### src/rtl/gb_video_pkg.sv
// Shared constants and types for the Game Boy triple-buffer video path.
package gb_video_pkg;

  localparam int unsigned FRAME_PIXELS = 23040;
  localparam int unsigned MIN_PIXELS   = 11600;
  localparam int unsigned ADDR_W       = 15;
  localparam int unsigned SYNC_STAGES  = 2;
  localparam int unsigned CNT_W        = 8;

  typedef logic [1:0]       buf_idx_t;
  typedef logic [CNT_W-1:0] cnt_t;

  typedef enum logic [1:0] {
    W_IDLE,
    W_ACTIVE,
    W_FULL
  } wr_state_t;

  // Saturating increment for the statistics counters.
  function automatic cnt_t sat_inc(input cnt_t c);
    return (c == '1) ? c : c + cnt_t'(1);
  endfunction

endpackage

### src/rtl/frame_buffer_scheduler_if.sv
// Capture-side, RAM-side and display-side signals of the frame buffer scheduler.
interface frame_buffer_scheduler_if;
  import gb_video_pkg::*;

  logic              gb_de;
  logic              gb_vsync;
  logic              rd_vsync_n;
  logic [ADDR_W-1:0] wr_addr;
  logic              wr_en;
  buf_idx_t          wr_buf;
  buf_idx_t          rd_buf;
  logic              frame_fresh;
  cnt_t              drop_cnt;
  cnt_t              repeat_cnt;

  modport slave (
    input  gb_de, gb_vsync, rd_vsync_n,
    output wr_addr, wr_en, wr_buf, rd_buf, frame_fresh, drop_cnt, repeat_cnt
  );

  modport master (
    output gb_de, gb_vsync, rd_vsync_n,
    input  wr_addr, wr_en, wr_buf, rd_buf, frame_fresh, drop_cnt, repeat_cnt
  );

endinterface

### src/rtl/cdc_sync_fall.sv
// Multi-flop synchronizer for an active-low async strobe, with a one-cycle
// pulse on its synchronized falling edge. Flops idle high.
module cdc_sync_fall #(
  parameter int unsigned STAGES = 2
) (
  input  logic clk_in,
  input  logic rst,
  input  logic async_n,
  output logic fall_c
);

  logic [STAGES-1:0] sync_q, sync_d;
  logic              last_q, last_d;

  always_comb begin
    sync_d = {sync_q[STAGES-2:0], async_n};
    last_d = sync_q[STAGES-1];
  end

  always_ff @(posedge clk_in or posedge rst) begin
    if (rst) begin
      sync_q <= '1;
      last_q <= 1'b1;
    end else begin
      sync_q <= sync_d;
      last_q <= last_d;
    end
  end

  assign fall_c = last_q & ~sync_q[STAGES-1];

endmodule

### src/rtl/frame_buffer_scheduler.sv
// Triple-buffer scheduler: writes GB frames into one RAM, hands completed
// frames to the display on its vsync, dropping or repeating frames as needed.
module frame_buffer_scheduler (
  input  logic                     clk_in,
  input  logic                     rst,
  frame_buffer_scheduler_if.slave  bus
);
  import gb_video_pkg::*;

  localparam logic [ADDR_W-1:0] LAST_ADDR = ADDR_W'(FRAME_PIXELS - 1);
  localparam logic [ADDR_W-1:0] MIN_ADDR  = ADDR_W'(MIN_PIXELS);

  wr_state_t         state_q, state_d;
  logic [ADDR_W-1:0] wr_addr_q, wr_addr_d;
  logic              vsync_q, vsync_d;
  buf_idx_t          wr_buf_q, wr_buf_d;
  buf_idx_t          pend_buf_q, pend_buf_d;
  buf_idx_t          rd_buf_q, rd_buf_d;
  logic              fresh_q, fresh_d;
  cnt_t              drop_q, drop_d;
  cnt_t              rep_q, rep_d;

  logic vsync_edge_c;
  logic commit_c;
  logic take_c;

  cdc_sync_fall #(
    .STAGES (SYNC_STAGES)
  ) u_rd_sync (
    .clk_in  (clk_in),
    .rst     (rst),
    .async_n (bus.rd_vsync_n),
    .fall_c  (take_c)
  );

  // Writer FSM: a vsync edge always restarts the frame; the address saturates at the last pixel.
  always_comb begin
    state_d      = state_q;
    wr_addr_d    = wr_addr_q;
    vsync_d      = bus.gb_vsync;
    commit_c     = 1'b0;
    vsync_edge_c = bus.gb_vsync & ~vsync_q;
    if (vsync_edge_c) begin
      commit_c  = (state_q == W_FULL) || ((state_q == W_ACTIVE) && (wr_addr_q >= MIN_ADDR));
      state_d   = W_ACTIVE;
      wr_addr_d = '0;
    end else begin
      case (state_q)
        W_ACTIVE: begin
          if (bus.gb_de) begin
            if (wr_addr_q == LAST_ADDR) begin
              state_d = W_FULL;
            end else begin
              wr_addr_d = wr_addr_q + ADDR_W'(1);
            end
          end
        end
        default: ;
      endcase
    end
  end

  // Buffer rotation: all three indices move together so they stay a permutation.
  always_comb begin
    wr_buf_d   = wr_buf_q;
    pend_buf_d = pend_buf_q;
    rd_buf_d   = rd_buf_q;
    fresh_d    = fresh_q;
    drop_d     = drop_q;
    rep_d      = rep_q;
    case ({commit_c, take_c})
      2'b11: begin
        wr_buf_d = rd_buf_q;
        rd_buf_d = wr_buf_q;
        fresh_d  = 1'b0;
        if (fresh_q) drop_d = sat_inc(drop_q);
      end
      2'b10: begin
        wr_buf_d   = pend_buf_q;
        pend_buf_d = wr_buf_q;
        fresh_d    = 1'b1;
        if (fresh_q) drop_d = sat_inc(drop_q);
      end
      2'b01: begin
        if (fresh_q) begin
          rd_buf_d   = pend_buf_q;
          pend_buf_d = rd_buf_q;
          fresh_d    = 1'b0;
        end else begin
          rep_d = sat_inc(rep_q);
        end
      end
      default: ;
    endcase
  end

  always_ff @(posedge clk_in or posedge rst) begin
    if (rst) begin
      state_q    <= W_IDLE;
      wr_addr_q  <= '0;
      vsync_q    <= 1'b0;
      wr_buf_q   <= buf_idx_t'(0);
      pend_buf_q <= buf_idx_t'(2);
      rd_buf_q   <= buf_idx_t'(1);
      fresh_q    <= 1'b0;
      drop_q     <= '0;
      rep_q      <= '0;
    end else begin
      state_q    <= state_d;
      wr_addr_q  <= wr_addr_d;
      vsync_q    <= vsync_d;
      wr_buf_q   <= wr_buf_d;
      pend_buf_q <= pend_buf_d;
      rd_buf_q   <= rd_buf_d;
      fresh_q    <= fresh_d;
      drop_q     <= drop_d;
      rep_q      <= rep_d;
    end
  end

  assign bus.wr_en       = bus.gb_de && (state_q == W_ACTIVE);
  assign bus.wr_addr     = wr_addr_q;
  assign bus.wr_buf      = wr_buf_q;
  assign bus.rd_buf      = rd_buf_q;
  assign bus.frame_fresh = fresh_q;
  assign bus.drop_cnt    = drop_q;
  assign bus.repeat_cnt  = rep_q;

endmodule

### src/flat_wrapper.sv
// flat-port wrapper written by rule: the top's interface ports become plain ports
module frame_buffer_scheduler_flat import gb_video_pkg::*;
  (clk_in, rst, bus_gb_de, bus_gb_vsync, bus_rd_vsync_n, bus_wr_addr, bus_wr_en, bus_wr_buf, bus_rd_buf, bus_frame_fresh, bus_drop_cnt, bus_repeat_cnt);
  frame_buffer_scheduler_if bus_i ();
  input  logic clk_in;
  input  logic rst;
  input wire logic [$bits(bus_i.gb_de)-1:0] bus_gb_de;
  input wire logic [$bits(bus_i.gb_vsync)-1:0] bus_gb_vsync;
  input wire logic [$bits(bus_i.rd_vsync_n)-1:0] bus_rd_vsync_n;
  output wire logic [$bits(bus_i.wr_addr)-1:0] bus_wr_addr;
  output wire logic [$bits(bus_i.wr_en)-1:0] bus_wr_en;
  output wire logic [$bits(bus_i.wr_buf)-1:0] bus_wr_buf;
  output wire logic [$bits(bus_i.rd_buf)-1:0] bus_rd_buf;
  output wire logic [$bits(bus_i.frame_fresh)-1:0] bus_frame_fresh;
  output wire logic [$bits(bus_i.drop_cnt)-1:0] bus_drop_cnt;
  output wire logic [$bits(bus_i.repeat_cnt)-1:0] bus_repeat_cnt;
  assign bus_i.gb_de = bus_gb_de;
  assign bus_i.gb_vsync = bus_gb_vsync;
  assign bus_i.rd_vsync_n = bus_rd_vsync_n;
  assign bus_wr_addr = bus_i.wr_addr;
  assign bus_wr_en = bus_i.wr_en;
  assign bus_wr_buf = bus_i.wr_buf;
  assign bus_rd_buf = bus_i.rd_buf;
  assign bus_frame_fresh = bus_i.frame_fresh;
  assign bus_drop_cnt = bus_i.drop_cnt;
  assign bus_repeat_cnt = bus_i.repeat_cnt;
  frame_buffer_scheduler u_core (.clk_in(clk_in), .rst(rst), .bus(bus_i));
endmodule
### config.mk
export PLATFORM = sky130hd
export DESIGN_NAME = frame_buffer_scheduler_flat
export DESIGN_NICKNAME = d
export VERILOG_FILES = /design/src/rtl/gb_video_pkg.sv /design/src/rtl/frame_buffer_scheduler_if.sv /design/src/rtl/cdc_sync_fall.sv /design/src/rtl/frame_buffer_scheduler.sv /design/src/flat_wrapper.sv
export SDC_FILE = /design/constraint.sdc
export NUM_CORES = 1
export LEC_CHECK = 0
export BUFFER_PORTS_ARGS = -buffer_cell sky130_fd_sc_hd__clkbuf_2
export CAP_MARGIN = 15
export CORE_UTILIZATION = 30
export DETAILED_ROUTE_END_ITERATION = 10
export GPL_ROUTABILITY_DRIVEN = 1
export MAX_ROUTING_LAYER = met4
export SYNTH_ARGS = -nofsm -noshare
export SYNTH_HDL_FRONTEND = slang
export SYNTH_SLANG_ARGS = --single-unit
### constraint.sdc
create_clock -name clk_in -period 2.2 [get_ports clk_in]
set_clock_uncertainty 0.2 [all_clocks]
set_input_delay 0.44 -clock clk_in [delete_from_list [all_inputs] [get_ports clk_in]]
set_output_delay 0.44 -clock clk_in [all_outputs]
set_load 0.02 [all_outputs]
==> results.toml <==
[floorplanning]
initial_utilization_pct = 31.6
row_count = 30
core-area_um2 = 6940
die_y_um = 87.5
die_w_um = 87.5
num_io_pins = 42
dieArea_um2 = 7660

[setup_path]
start_kind = "register"
cp.required_ns = 2.19
crit_type = "reg -> reg"
path_max_fanout = 7
critical_path_arrival_ns = 2.05
cp-end-kind = "register"

[logic_synthesis]
yosys.area_share.adder_pct = 2.28
synth-seq-cells = 44
syn_area_um2 = 2190
syn-mean-instance-area_um2 = 10.5
synthDistinctLibCells = 41
syn-instance-count = 209
synth_nets = 218
synth-simple-area-share_pct = 23.3
synth_top_family_by_area = "simple AND/OR/NAND/NOR gates"
synth_compound_area_share_pct = 6.27
ys_seq_area_share_pct = 50.5
synth-xor-area-share_pct = 10.8
synth_mux_area_share_pct = 4.45
yosys_warnings = 0

[timing]
setup_violations = 0
max_slew_margin_pct = 53.3
setup_tns_ns = 0
timing.final.crit_share_pct = 93.3
period_needed_ns = 2.05
hold_viol = 0
worst_slew_pin_slew_ns = 0.696
fmax_mhz = 487
drv_slew = 0
rsz0062_at_grt = "true"

[cts]
insertion_delay_ns = 0.31
cts_resized = 0
clock_path_buffers = 2
numClockSinks = 44
cts-root-buf = "clkbuf_8"
numCtsBuffers = 5
cts_tree = "done"
path_clk_slew_ns = 0.09
htree_levels = 2

[drt]
wirelength_um = 4800
drtPass1Iterations = 4
drc = 0
vias = 1740
wire_per_inst_um = 13.4
via_per_inst = 4.87
drtIter0Drc = 65
final_antenna_net_count = 0

[run_status]
status = "finished clean"

[final_layout]
syn2layout_area_growth_pct = 22.6
nets = 269
final_core_util_pct = 38.7
postLayoutCellArea_um2 = 2690
drive_above_1_share_pct = 27.2
diodes = 0

[global_route]
overflow = 0
grt_first_pass_wirelength_um = 8100
grt_pass1_vias = 1671
grt_antenna_before_repair = 0
gr-usage-all-layers_pct = 14.2
grt_max_degree = 28

[job]
maxCapViolations = 0

[power]
power_density_nw_per_um2 = 753
ir_drop_v = 0.000312
leakagePower_nw = 1.27
total_power_w = 0.00203

[place]
dp_hpwl_um = 3480
gp_congestion = 0.897
placed_area_um2 = 2560
io_buffers = 41

[hold_path]
hp-class = "in -> reg"
[cell usage after synthesis]
cell	number	area [um^2]
dfrtp_1	39	976
xor2_1	18	158
nor2_1	17	63.8
nand3_1	16	80.1
nand2_1	12	45.0
nand4_1	11	68.8
xnor2_1	9	78.8
and3_1	7	43.8
inv_1	7	26.3
mux2i_1	6	60.1
o21ai_0	6	30.0
dfstp_2	5	131
a21oi_1	4	20.0
and4_1	4	35.0
ha_1	4	50.1
nand2b_1	4	25.0
nor3_1	4	20.0
clkbuf_1	3	11.3
nor2b_1	3	18.8
nor4_1	3	18.8
a2bb2oi_1	2	17.5
and2_1	2	12.5
buf_2	2	10.0
nor3_2	2	20.0
o21ai_2	2	17.5
or3_1	2	12.5
a211oi_1	1	7.51
a21oi_2	1	8.76
a311oi_2	1	15.0
a41oi_1	1	8.76
buf_4	1	7.51
mux2_1	1	11.3
mux2_2	1	11.3
mux2_4	1	15.0
nand3b_1	1	7.51
nand4bb_1	1	11.3
nor4_2	1	12.5
nor4b_1	1	8.76
o21a_1	1	7.51
o21ai_1	1	5.00
or2_1	1	6.26
[cells in the final DEF, fill, tap and decap left out, drive strengths merged, types with 3 or more instances in the layout]
master	synthesis	routed
a21oi	5	5
and3	7	7
and4	4	4
buf	3	8
clkbuf	3	46
clkinv	0	3
dfrtp	39	39
dfstp	5	5
ha	4	4
inv	7	6
mux2	3	3
mux2i	6	6
nand2	12	12
nand2b	4	4
nand3	16	16
nand4	11	11
nor2	17	17
nor2b	3	3
nor3	6	6
nor4	4	4
o21ai	9	9
xnor2	9	9
xor2	18	18
[state kept, by name (all words and copies together) (netlist names)]
signal,flops
u_core.bus.wr_addr,15
u_core.bus.drop_cnt,8
u_core.bus.repeat_cnt,8
u_core.bus.rd_buf,2
u_core.bus.wr_buf,2
u_core.pend_buf_q,2
u_core.state_q,2
u_core.u_rd_sync.sync_q,2
u_core.bus.frame_fresh,1
u_core.u_rd_sync.last_q,1
u_core.vsync_q,1
[worst max-delay path, cell delays in order (launching register included)]
cell and delay [ns]:
dfrtp_1 0.42, ha_1 0.25, nand3_1 0.09, o21ai_1 0.45, or2_1 0.23, mux2_4 0.30
[cell type report]
| cell class | count | area [um^2] |
|---|---|---|
| Clock buffer | 5 | 68.8 |
| Inverter | 7 | 26.3 |
| Sequential cell | 44 | 1110 |
| Timing Repair Buffer | 50 | 288 |
| Fill cell | 697 | 4250 |
| Multi-Input combinational cell | 152 | 1030 |
| Tap cell | 96 | 120 |
| Clock inverter | 3 | 47.5 |
[path summary, 6_finish.rpt]
path	from	to	slack, ns	cells past startpoint
min	bus_rd_vsync_n	u_core.u_rd_sync.sync_q[0]	0.05	1
min in group asynchronous	rst	u_core.vsync_q	0.48	3
max reg2reg	u_core.bus.drop_cnt[0]	u_core.bus.drop_cnt[1]	0.15	5
max in group asynchronous	rst	u_core.u_rd_sync.sync_q[0]	0.72	4
max	u_core.bus.drop_cnt[0]	u_core.bus.drop_cnt[1]	0.15	5
min reg2reg	u_core.u_rd_sync.sync_q[0]	u_core.u_rd_sync.sync_q[1]	0.16	0
[stage by stage]
step / hold WS [ns] / std cells / setup WS [ns]
detailed placement: 0.147 / 348 / 0.104
finish: 0.0500 / 357 / 0.147
global route: 0.0204 / 357 / -0.00559
CTS: 0.0244 / 357 / 0.141
floorplan: 0.145 / 209 / 0.209
global placement: 0.147 / 348 / 0.218
[report_power, final]
group	internal, W	switching, W	leakage [nW]	total, W
combinational	0.000151	0.000234	0.643	0.000385
sequential	0.000899	0.0000986	0.569	0.000998
clock	0.000342	0.000301	0.0583	0.000643
total	0.00139	0.000633	1.27	0.00203
[layer usage]
metal / track usage [%] / vias to the layer above / share of wire [%]
met5: - / - / 0
met3: 3.02 / 9 / 3.5
met4: 5.22 / 0 / 1.9
met1: 18.3 / 855 / 48
li1: - / 838 / -
met2: 22.2 / 38 / 47
[kinds of logic (layout without fill, tap and decap cells)]
group | Yosys count | after routing
flops | 44 | 44
buf+inv | 13 | 65
simple gates | 92 | 92
mux | 9 | 9
compound gates | 20 | 20
fa+ha+maj | 4 | 4
xor+xnor | 27 | 27
[timing repair]
item | in CTS | in global routing
setup endpoints to repair | 0 | 1
setup buffers | 0 | 0
hold buffers | 1 | 0
endpoints found under the hold margin | 17 | 0
Note: power is estimated with default switching activity, not from simulation.
